`src/rtl/intc_pkg.sv`:
```
// Shared definitions for the interrupt controller:
// register indices and the request FSM states.
package intc_pkg;

    localparam logic [1:0] INTC_PEND = 2'd0;
    localparam logic [1:0] INTC_MASK = 2'd1;
    localparam logic [1:0] INTC_EDGE = 2'd2;
    localparam logic [1:0] INTC_ISR  = 2'd3;

    typedef enum logic [1:0] {
        IDLE,
        REQ,
        SERVICE
    } intc_state_t;

endpackage

```
`src/rtl/intc_prio_enc.sv`:
```
// Lowest-index-first priority encoder over the enabled
// pending sources.
module intc_prio_enc #(
    parameter int N = 8
) (
    input  logic [N-1:0] req,
    output logic         any,
    output logic [2:0]   idx
);

    always_comb begin
        any = |req;
        idx = '0;
        for (int i = N - 1; i >= 0; i--) begin
            if (req[i]) idx = 3'(i);
        end
    end

endmodule

```
`src/rtl/intc.sv`:
```
// Interrupt controller: synchronises up to eight sources,
// latches them in PEND and issues one request at a time.
module intc
    import intc_pkg::*;
#(
    parameter int         N_SRC    = 8,
    parameter logic [7:0] VEC_BASE = 8'h10
) (
    input  logic             clk_i,
    input  logic             rst_i,
    input  logic [N_SRC-1:0] src_i,
    input  logic             sel_i,
    input  logic             we_i,
    input  logic [1:0]       addr_i,
    input  logic [7:0]       wdata_i,
    output logic [7:0]       rdata_o,
    output logic             irq_o,
    input  logic             irq_ack_i,
    output logic [7:0]       vec_o
);

    logic [N_SRC-1:0] sync1, sync2, sync3;
    logic [N_SRC-1:0] pend, mask, edge_sel;
    logic [N_SRC-1:0] pend_nxt, rise, w1c, ack_clr, pm;
    logic [2:0]       isr_idx, win_idx;
    logic             win_any;
    logic             wr, rd, ack_take, eoi;
    logic [7:0]       rd_mux;
    intc_state_t      state, state_nxt;

    assign wr       = sel_i & we_i;
    assign rd       = sel_i & ~we_i;
    assign pm       = pend & mask;
    assign rise     = sync2 & ~sync3;
    assign ack_take = (state == REQ) & irq_ack_i & win_any;
    assign eoi      = (state == SERVICE) & wr
                    & (addr_i == INTC_ISR);
    assign irq_o    = (state == REQ);

    intc_prio_enc #(
        .N (N_SRC)
    ) u_prio (
        .req (pm),
        .any (win_any),
        .idx (win_idx)
    );

    // A fresh rising edge outranks any clear in the same cycle.
    always_comb begin
        w1c = '0;
        if (wr && addr_i == INTC_PEND)
            w1c = wdata_i[N_SRC-1:0] & edge_sel;
        ack_clr = '0;
        if (ack_take)
            ack_clr = edge_sel & (N_SRC'(1) << win_idx);
        pend_nxt = (edge_sel & ((pend & ~w1c & ~ack_clr) | rise))
                 | (~edge_sel & sync2);
    end

    always_comb begin
        rd_mux = '0;
        unique case (addr_i)
            INTC_PEND: rd_mux = 8'(pend);
            INTC_MASK: rd_mux = 8'(mask);
            INTC_EDGE: rd_mux = 8'(edge_sel);
            INTC_ISR:  rd_mux = {state == SERVICE, 4'b0, isr_idx};
            default:   rd_mux = '0;
        endcase
    end

    always_comb begin
        state_nxt = state;
        unique case (state)
            IDLE:    if (win_any) state_nxt = REQ;
            REQ: begin
                if (ack_take)      state_nxt = SERVICE;
                else if (!win_any) state_nxt = IDLE;
            end
            SERVICE: if (eoi) state_nxt = IDLE;
            default: state_nxt = IDLE;
        endcase
    end

    always_ff @(posedge clk_i or posedge rst_i) begin
        if (rst_i) begin
            state <= IDLE;
        end else begin
            state <= state_nxt;
        end
    end

    always_ff @(posedge clk_i or posedge rst_i) begin
        if (rst_i) begin
            sync1    <= '0;
            sync2    <= '0;
            sync3    <= '0;
            pend     <= '0;
            mask     <= '0;
            edge_sel <= '0;
            isr_idx  <= '0;
            vec_o    <= '0;
            rdata_o  <= '0;
        end else begin
            sync1 <= src_i;
            sync2 <= sync1;
            sync3 <= sync2;
            pend  <= pend_nxt;
            if (wr && addr_i == INTC_MASK)
                mask <= wdata_i[N_SRC-1:0];
            if (wr && addr_i == INTC_EDGE)
                edge_sel <= wdata_i[N_SRC-1:0];
            if (ack_take) begin
                isr_idx <= win_idx;
                vec_o   <= VEC_BASE + 8'(win_idx);
            end
            if (rd)
                rdata_o <= rd_mux;
        end
    end

endmodule

```
`config.mk`:
```
export PLATFORM = sky130hd
export DESIGN_NAME = intc
export DESIGN_NICKNAME = d
export VERILOG_FILES = /design/src/rtl/intc_pkg.sv /design/src/rtl/intc_prio_enc.sv /design/src/rtl/intc.sv
export SDC_FILE = /design/constraint.sdc
export NUM_CORES = 1
export LEC_CHECK = 0
export BUFFER_PORTS_ARGS = -buffer_cell sky130_fd_sc_hd__buf_2
export CAP_MARGIN = 10
export CORE_MARGIN = 3
export CORE_UTILIZATION = 55
export CTS_CLUSTER_SIZE = 16
export DETAILED_ROUTE_END_ITERATION = 10
export PLACE_DENSITY = 0.78
export SYNTH_ARGS = -nofsm -noshare
export SYNTH_HDL_FRONTEND = slang
export SYNTH_SLANG_ARGS = --single-unit
```
`constraint.sdc`:
```
create_clock -name clk_i -period 2 [get_ports clk_i]
set_input_delay 0 -clock clk_i [delete_from_list [all_inputs] [get_ports clk_i]]
set_output_delay 0 -clock clk_i [all_outputs]
set_load 0.01 [all_outputs]
```
==> metrics.md <==
| Metric | Value |
|---|---|
| Area fraction of the dominant cell type after synthesis | 60.0% |
| Fin area | 3190 um2 |
| Vias | 1,734 |
| Period utilisation layout | 78.6% |
| Simple-gate share of the synthesized area | 12.7% |
| GP Congestion | 0.918 |
| CP Class | register to register |
| Nets | 281 |
| Drt pass-1 iters | 4 |
| Site Rows | 24 |
| Post-CTS sizing | 0 |
| Post-Syn Instances | 199 |
| Top-count cell post-synth | dfrtp_1 |
| Maximum VDD drop | 0.000639 V |
| Seq/Total Area, Yosys | 60.0% |
| Status | complete, no violations |
| Multiplexer share of the synthesized area | 14.0% |
| Layout cell share with drive strength beyond 1 | 30.8% |
| FFs w/ async S/R, synth | 100% |
| # fillers | 321 |
| Max-Slew Margin vs Limit | 49.7% |
| Max Cap Viol | 0 |
| Seq pwr share | 45.1% |
| Setup TNS | 0 ns |
| WL/cell | 16.3 um |
| Top_reg_cell synth | dfrtp_1 |
| Total power draw | 3.74 mW |
| Post-Route WL | 5130 um |
| Inserted Clock Buffers | 9 |
| Synth top cells by count | dfrtp_1 (62), nand2_1 (31), mux2_2 (20) |
| Cell taking the most area after synthesis | dfrtp_1 |
| Clock sinks | 62 |
| Min-delay worst type | input port to register |
| Setup crit end kind | register |
| Largest net degree at the start of global routing | 63 |
| Pint | 2.69 mW |
| Max-slew violations | 0 |
| Synth Area in Compound Gates | 10.4% |
| Synth Register Bits | 62 |
| Startpoint Class | register |
| Max Clock Freq | 636 MHz |
| CTS root buf | clkbuf_8 |
| Total GRT Usage | 21.3% |
| Yosys cell types | 40 |
| Number of diodes | 0 |
| Leakage | 1.47 nW |
| Initial antenna violation count | 0 |
| CTS tree | yes |
| DRT antenna net count | 0 |
| Minimum clock period | 1.57 ns |
| Largest family of logic cells by synthesized area | multiplexers |
| Switching portion of total power | 28.2% |
| Overflow after GRT | 0 |
| Worst-Margin Slew | 0.755 ns |
| Clk_skew | 0.00543 ns |
| Hpwl dp | 3350 um |
| Die X | 74.5 um |
| Initial detailed-routing violation count | 144 |
| Area post-placement | 2780 um2 |
| NetSw | 1.05 mW |
| Fin. Hold Viols | 0 |
| Die area | 5560 um2 |
| H-tree Lvls | 3 |
| Synth Area in XOR/XNOR | 0% |
| CTS max path bufs | 2 |
| First-pass GRT wire length | 8400 um |
| Area Growth Syn to Fin | 23.6% |
| Final Setup Violations | 0 |
| Die height | 74.5 um |
| Hold buffers post-CTS | 18 |
| Syn avg cell area | 13.0 um2 |
| Boundary pin count | 40 |
| Core Region | 4440 um2 |
| Synth Area in Adders | 0% |
| Pwr/cell area | 1170 nW/um2 |
| Drt drc | 0 |
| Warnings, synthesis | 0 |
| Synth Cell Area | 2580 um2 |
| Starting density of the core | 58.1% |
| Setup slack, reg-to-reg | 0.43 ns |
| Post-synth EDFFs | 0 |
| Critical Path RT | 2.21 ns |
| Post-CTS setup buffer count | 0 |
| Clock power frac | 33.6% |
| Worst-Skew Late Latency | 0.34 ns |
| Crit path DAT | 1.78 ns |
| CP max FO | 4 |
| RSZ-0062 raised after global routing | no |
| Synth area leaders | dfrtp_1 (60%), mux2_2 (8.7%), nand2_1 (4.5%), mux4_1 (2.0%), a22o_1 (2.0%) |
| Logic pwr share | 21.3% |
| I/O Buffers | 35 |
| Vias per cell | 5.50 |
| Vias in the first global route | 1,683 |
| Clock transition at path regs | 0.07 ns |
-- per-layer routing --
layer | vias up | track usage (%) | share of wire (%)
met4 | 0 | 11.9 | 2.6
met3 | 12 | 6.22 | 6.0
met1 | 831 | 29.0 | 45
met5 | - | 0 | 0
met2 | 59 | 30.8 | 47
li1 | 832 | - | -
-- area by class of cell --
cell class,instances,area (um2),area share [%]
well taps,52,65.1,2.04
inverters,2,7.51,0.235
flip-flops and latches,62,1550,48.6
clock inverters,3,65.1,2.04
clock buffers,13,169,5.29
multi-input cells,129,973,30.5
repair buffers,54,363,11.4
-- power by group through the flow --
stage,Clock [mW],Combinational [mW],Sequential [mW]
floorplan,0,0.525,1.69
global placement,0,0.754,1.70
detailed placement,0,0.766,1.71
CTS,1.28,0.798,1.68
global route,1.35,0.881,1.72
finish,1.26,0.797,1.69
-- path summary, 6_finish.rpt --
check / startpoint / endpoint / cells past startpoint
hold / removal: we_i / state[1]$_DFFE_PP0P_ / 4
setup / recovery: pend[3]$_DFF_PP0_ / pend[7]$_DFF_PP0_ / 4
max in group asynchronous: rst_i / sync3[6]$_DFF_PP0_ / 4
hold reg to reg: sync1[3]$_DFF_PP0_ / sync2[3]$_DFF_PP0_ / 0
setup reg to reg: pend[3]$_DFF_PP0_ / pend[7]$_DFF_PP0_ / 4
min in group asynchronous: rst_i / sync2[7]$_DFF_PP0_ / 4
-- worst max-delay path: stages (launching register included) --
cell and delay (ns):
dfrtp_1 0.41, a22o_1 0.32, or2_1 0.30, nor3_1 0.31
a22oi_1 0.11
-- sequential cells by signal, summed over array words and instances, names as in the netlist --
signal / cells
sync1: 8
state: 2
mask: 8
isr_idx: 2
rdata_o: 8
edge_sel: 8
pend: 8
vec_o: 2
sync3: 8
sync2: 8
-- per-stage QoR --
stage          util, %  setup slack, ns  hold WS (ns)  cells
3_5_place_dp      62.6            0.465         0.109    281
5_1_grt           71.9            0.374        0.0666    315
3_3_place_gp      62.6            0.412         0.108    281
6_report          71.9            0.428        0.0611    315
4_1_cts           71.9            0.432        0.0260    315
2_1_floorplan        -            0.459        0.0314    202
-- cell families (layout without fill, tap and decap cells) --
kind of cell,count (synthesis),count (layout)
mux,28,28
flops,62,62
compound gates,35,35
simple gates,62,62
buf+inv,11,72
other cells,1,4
-- cell usage in the layout, fill, tap and decap left out, types with 4 or more instances in the layout --
cell and instances:
mux2_2 20, dlygate4sd3_1 18, clkbuf_8 12, nand2_1 31, conb_1 4, a22o_1 6, a22oi_1 5, mux2i_1 4
o21ai_0 6, buf_2 35, a21oi_1 6, nor2_1 9, dfrtp_1 62
Note: power is estimated with default switching activity, not from simulation.
